--- src/rtl/dcache_assoc_if.sv ---
// ============================================================================
// Module   : dcache_assoc_if
// Purpose  : Consumer (LSU) and block-wide memory channel bundle for dcache_assoc.
// Revision : 1.0
// ============================================================================
`default_nettype none

interface dcache_assoc_if #(
  parameter int ADDR_BITS     = 8,
  parameter int DATA_BITS     = 8,
  parameter int NUM_CONSUMERS = 8,
  parameter int BLOCK_WORDS   = 4
) ();
  logic [NUM_CONSUMERS-1:0]                consumer_read_valid;
  logic [NUM_CONSUMERS-1:0][ADDR_BITS-1:0] consumer_read_address;
  logic [NUM_CONSUMERS-1:0]                consumer_read_ready;
  logic [NUM_CONSUMERS-1:0][DATA_BITS-1:0] consumer_read_data;
  logic [NUM_CONSUMERS-1:0]                consumer_write_valid;
  logic [NUM_CONSUMERS-1:0][ADDR_BITS-1:0] consumer_write_address;
  logic [NUM_CONSUMERS-1:0][DATA_BITS-1:0] consumer_write_data;
  logic [NUM_CONSUMERS-1:0]                consumer_write_ready;

  logic                               mem_read_valid;
  logic [ADDR_BITS-1:0]               mem_read_address;
  logic                               mem_read_ready;
  logic [BLOCK_WORDS*DATA_BITS-1:0]   mem_read_data;
  logic                               mem_write_valid;
  logic [ADDR_BITS-1:0]               mem_write_address;
  logic [BLOCK_WORDS*DATA_BITS-1:0]   mem_write_data;
  logic                               mem_write_ready;

  // Cache view: serves consumers, masters the memory channel.
  modport slave (
    input  consumer_read_valid, consumer_read_address,
    output consumer_read_ready, consumer_read_data,
    input  consumer_write_valid, consumer_write_address, consumer_write_data,
    output consumer_write_ready,
    output mem_read_valid, mem_read_address,
    input  mem_read_ready, mem_read_data,
    output mem_write_valid, mem_write_address, mem_write_data,
    input  mem_write_ready
  );

  modport master (
    output consumer_read_valid, consumer_read_address,
    input  consumer_read_ready, consumer_read_data,
    output consumer_write_valid, consumer_write_address, consumer_write_data,
    input  consumer_write_ready,
    input  mem_read_valid, mem_read_address,
    output mem_read_ready, mem_read_data,
    input  mem_write_valid, mem_write_address, mem_write_data,
    output mem_write_ready
  );
endinterface

`default_nettype wire

--- src/rtl/dcache_assoc.sv ---
// ============================================================================
// Module   : dcache_assoc
// Purpose  : Blocking write-back/write-allocate N-way cache, true-LRU, RR consumers.
//            Optional event counters: define DCACHE_STATS_EN.
// Revision : 1.0
// ============================================================================
`default_nettype none

module dcache_assoc #(
  parameter int ADDR_BITS     = 8,
  parameter int DATA_BITS     = 8,
  parameter int NUM_CONSUMERS = 8,
  parameter int NUM_SETS      = 4,
  parameter int NUM_WAYS      = 2,
  parameter int BLOCK_WORDS   = 4
) (
  input  logic          clk,
  input  logic          reset,
  dcache_assoc_if.slave bus,
  output logic [15:0]   stat_hits,
  output logic [15:0]   stat_misses,
  output logic [15:0]   stat_writebacks
);
  localparam int OFF_W = $clog2(BLOCK_WORDS);
  localparam int SET_W = $clog2(NUM_SETS);
  localparam int WAY_W = $clog2(NUM_WAYS);
  localparam int TAG_W = ADDR_BITS - SET_W - OFF_W;
  localparam int CID_W = (NUM_CONSUMERS > 1) ? $clog2(NUM_CONSUMERS) : 1;
  localparam int BLK_W = BLOCK_WORDS * DATA_BITS;

  typedef enum logic [2:0] {
    S_IDLE      = 3'd0,
    S_LOOKUP    = 3'd1,
    S_WRITEBACK = 3'd2,
    S_FILL      = 3'd3,
    S_RESPOND   = 3'd4
  } state_t;

  state_t                  state_q;
  logic [CID_W-1:0]        rr_q, cid_q;
  logic                    op_wr_q;
  logic [ADDR_BITS-1:0]    addr_q;
  logic [DATA_BITS-1:0]    wdata_q;
  logic [WAY_W-1:0]        way_q;

  logic                    valid_q [NUM_SETS][NUM_WAYS];
  logic                    dirty_q [NUM_SETS][NUM_WAYS];
  logic [TAG_W-1:0]        tag_q   [NUM_SETS][NUM_WAYS];
  logic [BLK_W-1:0]        data_q  [NUM_SETS][NUM_WAYS];
  logic [WAY_W-1:0]        age_q   [NUM_SETS][NUM_WAYS];

  logic [NUM_CONSUMERS-1:0]                rd_ready_q, wr_ready_q;
  logic [NUM_CONSUMERS-1:0][DATA_BITS-1:0] rd_data_q;
  logic                                    mrv_q, mwv_q;
  logic [ADDR_BITS-1:0]                    mra_q, mwa_q;
  logic [BLK_W-1:0]                        mwd_q;

  assign bus.consumer_read_ready  = rd_ready_q;
  assign bus.consumer_read_data   = rd_data_q;
  assign bus.consumer_write_ready = wr_ready_q;
  assign bus.mem_read_valid       = mrv_q;
  assign bus.mem_read_address     = mra_q;
  assign bus.mem_write_valid      = mwv_q;
  assign bus.mem_write_address    = mwa_q;
  assign bus.mem_write_data       = mwd_q;

  // Round-robin arbitration: rotate eligibility so the pointer lands on bit 0.
  logic [NUM_CONSUMERS-1:0]   elig_w, rot_w;
  logic [2*NUM_CONSUMERS-1:0] dbl_w;
  logic [CID_W-1:0]           offset_w, grant_w, next_rr_w;
  logic [CID_W:0]             grant_sum_w;

  assign elig_w = (bus.consumer_read_valid | bus.consumer_write_valid) & ~rd_ready_q & ~wr_ready_q;
  assign dbl_w  = {elig_w, elig_w} >> rr_q;
  assign rot_w  = dbl_w[NUM_CONSUMERS-1:0];

  always_comb begin
    offset_w = '0;
    for (int j = NUM_CONSUMERS - 1; j >= 0; j--) begin
      if (rot_w[j]) offset_w = CID_W'(j);
    end
  end

  assign grant_sum_w = {1'b0, rr_q} + {1'b0, offset_w};
  assign grant_w     = (grant_sum_w >= (CID_W+1)'(NUM_CONSUMERS))
                     ? CID_W'(grant_sum_w - (CID_W+1)'(NUM_CONSUMERS))
                     : grant_sum_w[CID_W-1:0];
  assign next_rr_w   = (grant_w == CID_W'(NUM_CONSUMERS - 1)) ? '0 : grant_w + CID_W'(1);

  logic [SET_W-1:0] set_w;
  logic [TAG_W-1:0] tag_w;
  logic [OFF_W-1:0] off_w;
  assign set_w = addr_q[OFF_W +: SET_W];
  assign tag_w = addr_q[ADDR_BITS-1 -: TAG_W];
  assign off_w = addr_q[OFF_W-1:0];

  logic             hit_w, inv_found_w;
  logic [WAY_W-1:0] hit_way_w, victim_w;

  always_comb begin
    hit_w       = 1'b0;
    hit_way_w   = '0;
    inv_found_w = 1'b0;
    victim_w    = '0;
    for (int w = NUM_WAYS - 1; w >= 0; w--) begin
      if (valid_q[set_w][w] && (tag_q[set_w][w] == tag_w)) begin
        hit_w     = 1'b1;
        hit_way_w = WAY_W'(w);
      end
      if (!valid_q[set_w][w]) begin
        inv_found_w = 1'b1;
        victim_w    = WAY_W'(w);
      end
    end
    if (!inv_found_w) begin
      for (int w = 0; w < NUM_WAYS; w++) begin
        if (age_q[set_w][w] == WAY_W'(NUM_WAYS - 1)) victim_w = WAY_W'(w);
      end
    end
  end

  // Completion is committed on the edge that enters RESPOND, so ready is visible during RESPOND.
  logic                 do_respond_w, new_dirty_w;
  logic [WAY_W-1:0]     acc_way_w;
  logic [BLK_W-1:0]     base_blk_w, merged_blk_w;
  logic [DATA_BITS-1:0] rd_word_w;
  logic [WAY_W-1:0]     new_age_w [NUM_WAYS];

  assign do_respond_w = ((state_q == S_LOOKUP) && hit_w) ||
                        ((state_q == S_FILL) && bus.mem_read_ready);
  assign acc_way_w    = (state_q == S_FILL) ? way_q : hit_way_w;
  assign base_blk_w   = (state_q == S_FILL) ? bus.mem_read_data : data_q[set_w][hit_way_w];
  assign new_dirty_w  = op_wr_q | ((state_q == S_LOOKUP) & dirty_q[set_w][hit_way_w]);

  always_comb begin
    merged_blk_w = base_blk_w;
    rd_word_w    = '0;
    for (int k = 0; k < BLOCK_WORDS; k++) begin
      if (off_w == OFF_W'(k)) begin
        rd_word_w = base_blk_w[k*DATA_BITS +: DATA_BITS];
        if (op_wr_q) merged_blk_w[k*DATA_BITS +: DATA_BITS] = wdata_q;
      end
    end
  end

  always_comb begin
    for (int w = 0; w < NUM_WAYS; w++) begin
      new_age_w[w] = age_q[set_w][w];
      if (WAY_W'(w) == acc_way_w)                         new_age_w[w] = '0;
      else if (age_q[set_w][w] < age_q[set_w][acc_way_w]) new_age_w[w] = age_q[set_w][w] + WAY_W'(1);
    end
  end

  always_ff @(posedge clk) begin
    if (reset) begin
      state_q    <= S_IDLE;
      rr_q       <= '0;
      cid_q      <= '0;
      op_wr_q    <= 1'b0;
      addr_q     <= '0;
      wdata_q    <= '0;
      way_q      <= '0;
      rd_ready_q <= '0;
      wr_ready_q <= '0;
      rd_data_q  <= '0;
      mrv_q      <= 1'b0;
      mwv_q      <= 1'b0;
      mra_q      <= '0;
      mwa_q      <= '0;
      mwd_q      <= '0;
      for (int s = 0; s < NUM_SETS; s++) begin
        for (int w = 0; w < NUM_WAYS; w++) begin
          valid_q[s][w] <= 1'b0;
          dirty_q[s][w] <= 1'b0;
          age_q[s][w]   <= WAY_W'(w);
        end
      end
    end else begin
      case (state_q)
        S_IDLE: begin
          if (|elig_w) begin
            cid_q   <= grant_w;
            op_wr_q <= bus.consumer_write_valid[grant_w];
            addr_q  <= bus.consumer_write_valid[grant_w] ? bus.consumer_write_address[grant_w]
                                                        : bus.consumer_read_address[grant_w];
            wdata_q <= bus.consumer_write_data[grant_w];
            rr_q    <= next_rr_w;
            state_q <= S_LOOKUP;
          end
        end
        S_LOOKUP: begin
          if (hit_w) begin
            state_q <= S_RESPOND;
          end else begin
            way_q <= victim_w;
            if (valid_q[set_w][victim_w] && dirty_q[set_w][victim_w]) begin
              mwv_q   <= 1'b1;
              mwa_q   <= {tag_q[set_w][victim_w], set_w, {OFF_W{1'b0}}};
              mwd_q   <= data_q[set_w][victim_w];
              state_q <= S_WRITEBACK;
            end else begin
              mrv_q   <= 1'b1;
              mra_q   <= {tag_w, set_w, {OFF_W{1'b0}}};
              state_q <= S_FILL;
            end
          end
        end
        S_WRITEBACK: begin
          if (bus.mem_write_ready) begin
            mwv_q                 <= 1'b0;
            dirty_q[set_w][way_q] <= 1'b0;
            mrv_q                 <= 1'b1;
            mra_q                 <= {tag_w, set_w, {OFF_W{1'b0}}};
            state_q               <= S_FILL;
          end
        end
        S_FILL: begin
          if (bus.mem_read_ready) begin
            mrv_q   <= 1'b0;
            state_q <= S_RESPOND;
          end
        end
        S_RESPOND: begin
          rd_ready_q <= '0;
          wr_ready_q <= '0;
          state_q    <= S_IDLE;
        end
        default: state_q <= S_IDLE;
      endcase

      if (do_respond_w) begin
        data_q[set_w][acc_way_w]  <= merged_blk_w;
        tag_q[set_w][acc_way_w]   <= tag_w;
        valid_q[set_w][acc_way_w] <= 1'b1;
        dirty_q[set_w][acc_way_w] <= new_dirty_w;
        for (int w = 0; w < NUM_WAYS; w++) age_q[set_w][w] <= new_age_w[w];
        if (op_wr_q) begin
          wr_ready_q[cid_q] <= 1'b1;
        end else begin
          rd_ready_q[cid_q] <= 1'b1;
          rd_data_q[cid_q]  <= rd_word_w;
        end
      end
    end
  end

`ifdef DCACHE_STATS_EN
  logic [15:0] hits_q, misses_q, wbs_q;

  always_ff @(posedge clk) begin
    if (reset) begin
      hits_q   <= '0;
      misses_q <= '0;
      wbs_q    <= '0;
    end else begin
      if (state_q == S_LOOKUP) begin
        if (hit_w) begin
          if (hits_q != 16'hFFFF) hits_q <= hits_q + 16'd1;
        end else begin
          if (misses_q != 16'hFFFF) misses_q <= misses_q + 16'd1;
        end
      end
      if ((state_q == S_WRITEBACK) && bus.mem_write_ready && (wbs_q != 16'hFFFF)) begin
        wbs_q <= wbs_q + 16'd1;
      end
    end
  end

  assign stat_hits       = hits_q;
  assign stat_misses     = misses_q;
  assign stat_writebacks = wbs_q;
`else
  assign stat_hits       = 16'd0;
  assign stat_misses     = 16'd0;
  assign stat_writebacks = 16'd0;
`endif

endmodule

`default_nettype wire

--- src/flat_wrapper.sv ---
// flat-port wrapper written by rule: the top's interface ports become plain ports
module dcache_assoc_flat 
#(
  parameter int ADDR_BITS     = 8,
  parameter int DATA_BITS     = 8,
  parameter int NUM_CONSUMERS = 8,
  parameter int NUM_SETS      = 4,
  parameter int NUM_WAYS      = 2,
  parameter int BLOCK_WORDS   = 4
)
  (clk, reset, stat_hits, stat_misses, stat_writebacks, bus_consumer_read_valid, bus_consumer_read_address, bus_consumer_read_ready, bus_consumer_read_data, bus_consumer_write_valid, bus_consumer_write_address, bus_consumer_write_data, bus_consumer_write_ready, bus_mem_read_valid, bus_mem_read_address, bus_mem_read_ready, bus_mem_read_data, bus_mem_write_valid, bus_mem_write_address, bus_mem_write_data, bus_mem_write_ready);
  dcache_assoc_if #(.ADDR_BITS(ADDR_BITS), .DATA_BITS(DATA_BITS), .NUM_CONSUMERS(NUM_CONSUMERS), .BLOCK_WORDS(BLOCK_WORDS)) bus_i ();
  input  logic clk;
  input  logic reset;
  output logic [15:0] stat_hits;
  output logic [15:0] stat_misses;
  output logic [15:0] stat_writebacks;
  input wire logic [$bits(bus_i.consumer_read_valid)-1:0] bus_consumer_read_valid;
  input wire logic [$bits(bus_i.consumer_read_address)-1:0] bus_consumer_read_address;
  output wire logic [$bits(bus_i.consumer_read_ready)-1:0] bus_consumer_read_ready;
  output wire logic [$bits(bus_i.consumer_read_data)-1:0] bus_consumer_read_data;
  input wire logic [$bits(bus_i.consumer_write_valid)-1:0] bus_consumer_write_valid;
  input wire logic [$bits(bus_i.consumer_write_address)-1:0] bus_consumer_write_address;
  input wire logic [$bits(bus_i.consumer_write_data)-1:0] bus_consumer_write_data;
  output wire logic [$bits(bus_i.consumer_write_ready)-1:0] bus_consumer_write_ready;
  output wire logic [$bits(bus_i.mem_read_valid)-1:0] bus_mem_read_valid;
  output wire logic [$bits(bus_i.mem_read_address)-1:0] bus_mem_read_address;
  input wire logic [$bits(bus_i.mem_read_ready)-1:0] bus_mem_read_ready;
  input wire logic [$bits(bus_i.mem_read_data)-1:0] bus_mem_read_data;
  output wire logic [$bits(bus_i.mem_write_valid)-1:0] bus_mem_write_valid;
  output wire logic [$bits(bus_i.mem_write_address)-1:0] bus_mem_write_address;
  output wire logic [$bits(bus_i.mem_write_data)-1:0] bus_mem_write_data;
  input wire logic [$bits(bus_i.mem_write_ready)-1:0] bus_mem_write_ready;
  assign bus_i.consumer_read_valid = bus_consumer_read_valid;
  assign bus_i.consumer_read_address = bus_consumer_read_address;
  assign bus_consumer_read_ready = bus_i.consumer_read_ready;
  assign bus_consumer_read_data = bus_i.consumer_read_data;
  assign bus_i.consumer_write_valid = bus_consumer_write_valid;
  assign bus_i.consumer_write_address = bus_consumer_write_address;
  assign bus_i.consumer_write_data = bus_consumer_write_data;
  assign bus_consumer_write_ready = bus_i.consumer_write_ready;
  assign bus_mem_read_valid = bus_i.mem_read_valid;
  assign bus_mem_read_address = bus_i.mem_read_address;
  assign bus_i.mem_read_ready = bus_mem_read_ready;
  assign bus_i.mem_read_data = bus_mem_read_data;
  assign bus_mem_write_valid = bus_i.mem_write_valid;
  assign bus_mem_write_address = bus_i.mem_write_address;
  assign bus_mem_write_data = bus_i.mem_write_data;
  assign bus_i.mem_write_ready = bus_mem_write_ready;
  dcache_assoc #(.ADDR_BITS(ADDR_BITS), .DATA_BITS(DATA_BITS), .NUM_CONSUMERS(NUM_CONSUMERS), .NUM_SETS(NUM_SETS), .NUM_WAYS(NUM_WAYS), .BLOCK_WORDS(BLOCK_WORDS)) u_core (.clk(clk), .reset(reset), .bus(bus_i), .stat_hits(stat_hits), .stat_misses(stat_misses), .stat_writebacks(stat_writebacks));
endmodule
--- config.mk ---
export PLATFORM = sky130hd
export DESIGN_NAME = dcache_assoc_flat
export DESIGN_NICKNAME = d
export VERILOG_FILES = /design/src/rtl/dcache_assoc_if.sv /design/src/rtl/dcache_assoc.sv /design/src/flat_wrapper.sv
export SDC_FILE = /design/constraint.sdc
export NUM_CORES = 1
export LEC_CHECK = 0
export CAP_MARGIN = 20
export CELL_PAD_IN_SITES_DETAIL_PLACEMENT = 1
export CELL_PAD_IN_SITES_GLOBAL_PLACEMENT = 2
export CORE_MARGIN = 1
export CORE_UTILIZATION = 39
export CTS_CLUSTER_SIZE = 25
export DETAILED_ROUTE_END_ITERATION = 7
export PLACE_DENSITY = 0.95
export SYNTH_ARGS = -nofsm -noshare
export SYNTH_HDL_FRONTEND = slang
export SYNTH_SLANG_ARGS = --single-unit
export TNS_END_PERCENT = 20
--- constraint.sdc ---
create_clock -name clk -period 9.4 [get_ports clk]
set_input_delay 1.88 -clock clk [delete_from_list [all_inputs] [get_ports clk]]
set_output_delay 1.88 -clock clk [all_outputs]
set_load 0.03 [all_outputs]
==> run summary <==
DIE
------------------------------------------------------------------------------------
Die area                                                                 0.05721 mm²
Number of standard-cell rows in the floorplan                                     86
Width of the chip                                                           239.2 µm
Placeable core region                                                    0.05531 mm²
Starting density of the core                                                  0.3967
Height of the die                                                           239.2 µm
Number of I/O pins                                                               422

LAYOUT
------------------------------------------------------------------------------------
Core Util, Final                                                              0.5031
Fraction of final layout cells with drive strength greater than 1             0.1635
Final design instance area without fill                                  0.02783 mm²
Final net count                                                                 2177
Post-layout instance count excluding filler cells                               2719
Post-synthesis to final-layout area growth                                    26.84%

SETUP PATH
------------------------------------------------------------------------------------
Source of the critical timing path                                      bus_consumer_write_valid[7]
Crit-path max FO                                                                  52
Arrival time of data at the critical path endpoint                           6.79 ns
Number of cells on the worst reg-to-reg path                                       9
Crit Path Class                                                         primary input to flop
Endpoint of the worst-slack reg-to-reg timing path                      u_core.bus.consumer_read_data[16]
CP startpoint kind                                                      primary input
Crit path required time                                                      9.94 ns
Register-to-register path setup slack                                        4.11 ns
Sort of element at the end of the critical path                                 flop

YOSYS
------------------------------------------------------------------------------------
Syn_area_per_cell                                                          13.70 µm²
Flop and latch count out of synthesis                                            467
Post-synth design cell area                                              0.02194 mm²
Top_reg_cell synth                                                      sky130_fd_sc_hd__edfxtp_1
Most area-consuming cells after synthesis                               sky130_fd_sc_hd__edfxtp_1, sky130_fd_sc_hd__dfxtp_1, sky130_fd_sc_hd__mux4_2
Seq/Total Area, Yosys                                                         0.5644
Synthesized instance count                                                      1601
Most used standard cell by instance count after synthesis               sky130_fd_sc_hd__edfxtp_1
Number of distinct library cells after synthesis                                  69
Top cell type by total area after synthesis                             sky130_fd_sc_hd__edfxtp_1
Share of async-settable or async-resettable flops after synthesis                  0
Synth cell count leaders                                                sky130_fd_sc_hd__edfxtp_1, sky130_fd_sc_hd__dfxtp_1, sky130_fd_sc_hd__mux4_2, sky130_fd_sc_hd__nor2_1, sky130_fd_sc_hd__nand2_1
Share of Yosys cell area claimed by the top area cell type                    0.4147
Number of flops mapped to enable cells by yosys                                  303
Syn. warnings                                                                      0

GRT
------------------------------------------------------------------------------------
Maximum number of pins on one net before global-route repair                      79
Global-route congestion overflow total                                             0
Antenna violations before repair                                                   2
First-pass GRT wire length                                                 109900 µm
All-Layer GR Usage                                                            0.2594
Number of global-route vias before repair                                     16.72k

TIMING
------------------------------------------------------------------------------------
Unrepaired setup endpoints after global routing                                   no
Finish-stage setup viols                                                           0
Clock period minus final worst setup slack                                  6.251 ns
Final slew viol count                                                              0
Final Skew                                                                0.02875 ns
Setup TNS                                                                       0 ns
Number of endpoints with negative hold slack in the final report                   0
Relative slew slack                                                           0.2859
Maximum clock rate                                                         160.0 MHz
Transition time of the tightest slew-check pin                              1.062 ns
Smallest hold slack                                                        0.4560 ns
Final Worst Setup Slack                                                     3.149 ns
Period Utilization, post-route                                                0.6650

PLACEMENT
------------------------------------------------------------------------------------
Placed Cells                                                                    2626
IO buf count                                                                     369
Weighted congestion at the end of routability-driven global placement         0.8210
Post-detail-place hpwl                                                      51580 µm
DP Worst Slack                                                              2.624 ns
Area after DPL                                                           0.02615 mm²

CLOCK NETWORK
------------------------------------------------------------------------------------
Number of post-CTS setup repair buffers                                            0
Clock H-tree levels                                                                2
Clock tree from TritonCTS                                                      built
TritonCTS sink count                                                             467
Clock-pin slew on the worst setup and hold paths                             0.06 ns
CTS Buf Count                                                                     50
Cts-stage hold buffer count                                                        0
Number of buffers between clock root and the deepest sink                          3
Skew-Pair Late Insertion Delay                                               0.61 ns
Cell chosen for the clock root                                          sky130_fd_sc_hd__clkbuf_16
Count of instances resized after the clock tree is built                           0

HOLD PATH
------------------------------------------------------------------------------------
Hold path depth                                                                    1
Origin of the worst min-delay path                                      u_core.valid_q[3][0]
Worst min-delay path endpoint                                           u_core.valid_q[3][0]
Path class of the lowest-slack min-delay path                           flop to flop

POWER AND IR DROP
------------------------------------------------------------------------------------
Areal power density over the cells                                      244.6 mW/mm²
Leakage power total                                                         9.397 nW
Peak supply drop                                                           0.1545 mV
Total power draw                                                            6.807 mW

ROUTING
------------------------------------------------------------------------------------
# DRC                                                                              0
Routed length per placed instance                                           27.81 µm
Detailed-router iteration count before antenna repair                              5
Number of vias after detailed routing                                         16.20k
Via-per-instance ratio                                                         5.958
DRC marker count from the first detailed-route iteration                        1486
Final ANT Viol Nets                                                                0
Detailed Route WL                                                           75630 µm

JOB
------------------------------------------------------------------------------------
Number of violations of the max-capacitance limit                                  0

OUTCOME
------------------------------------------------------------------------------------
Run status                                                                 completed

final cells by class:
cell class	instances	area [µm²]
inverter	6	22.52
multi-input combinational	1005	8879
fill	5508	27480
tap	748	935.9
timing repair buffer	400	3924
sequential	467	12390
antenna	1	2.502
clock buffer	64	1320
clock inverter	28	357.8
placed cells by master (no fill, tap or decap), drive strengths merged, types with 26 or more instances in the layout:
master | Yosys | layout
buf | 108 | 32
clkdlybuf4s50 | 0 | 368
o31ai | 26 | 26
conb | 1 | 52
nor2 | 125 | 125
o21ai | 69 | 69
a211oi | 37 | 37
a31oi | 36 | 36
mux4 | 138 | 138
mux2i | 71 | 71
clkbuf | 66 | 64
dfxtp | 164 | 164
nor3 | 35 | 35
a21oi | 37 | 37
a22o | 72 | 72
nand2 | 118 | 118
edfxtp | 303 | 303
critical path: stages:
cell,delay [ns]
sky130_fd_sc_hd__clkdlybuf4s50_1,0.52
sky130_fd_sc_hd__o21ai_0,0.16
sky130_fd_sc_hd__mux4_2,0.57
sky130_fd_sc_hd__o21ai_0,0.19
sky130_fd_sc_hd__a21oi_1,0.09
sky130_fd_sc_hd__o32ai_1,0.36
sky130_fd_sc_hd__nor2_1,0.08
sky130_fd_sc_hd__o31ai_1,0.34
sky130_fd_sc_hd__ha_4,0.81
sky130_fd_sc_hd__mux4_2,0.82
sky130_fd_sc_hd__mux2i_1,0.19
sky130_fd_sc_hd__nor4b_1,0.54
sky130_fd_sc_hd__a311o_1,0.18
per-layer routing:
| metal | track usage | wire length [µm] |
|---|---|---|
| met5 | 0 | 13 |
| met3 | 0.05716 | 5806 |
| met1 | 0.3421 | 30660 |
| met2 | 0.4127 | 36100 |
| met4 | 0.1101 | 3050 |
cells by family after synthesis:
family / after synthesis / share of synthesized area
muxes: 229 / 0.1843
DFF: 467 / 0.5644
xor gates and xnor gates: 9 / 0.003593
AOI/OAI and AO/OA: 352 / 0.1202
buffers and inverters: 180 / 0.04425
other: 1 / 0.0001709
and+or+nand+nor: 359 / 0.08064
adders and majority gates: 4 / 0.002509
flip-flops by register name, summed over array words and instances (netlist names), 8 cells and up, named ones only:
name	flops
u_core.data_q	256
u_core.bus.consumer_read_data	64
u_core.bus.mem_write_data	32
u_core.tag_q	32
u_core.addr_q	8
u_core.age_q	8
u_core.bus.consumer_read_ready	8
u_core.bus.consumer_write_ready	8
u_core.dirty_q	8
u_core.valid_q	8
u_core.wdata_q	8
power by group:
group	switching (mW)	internal [mW]
sequential	0.208	2.40
combinational	1.24	0.936
clock	0.858	1.17
worst max-delay path by stage:
stage | endpoint | slack [ns] | cells after the start
after floorplan | u_core.wdata_q[1] | 3.76 | 14
after global placement | u_core.addr_q[4] | 2.64 | 13
after detailed placement | u_core.addr_q[4] | 2.62 | 13
after CTS | u_core.addr_q[4] | 3.25 | 13
after global routing | u_core.addr_q[4] | 3.03 | 13
final | u_core.addr_q[4] | 3.15 | 13
Power figures use the tool's default switching activity.
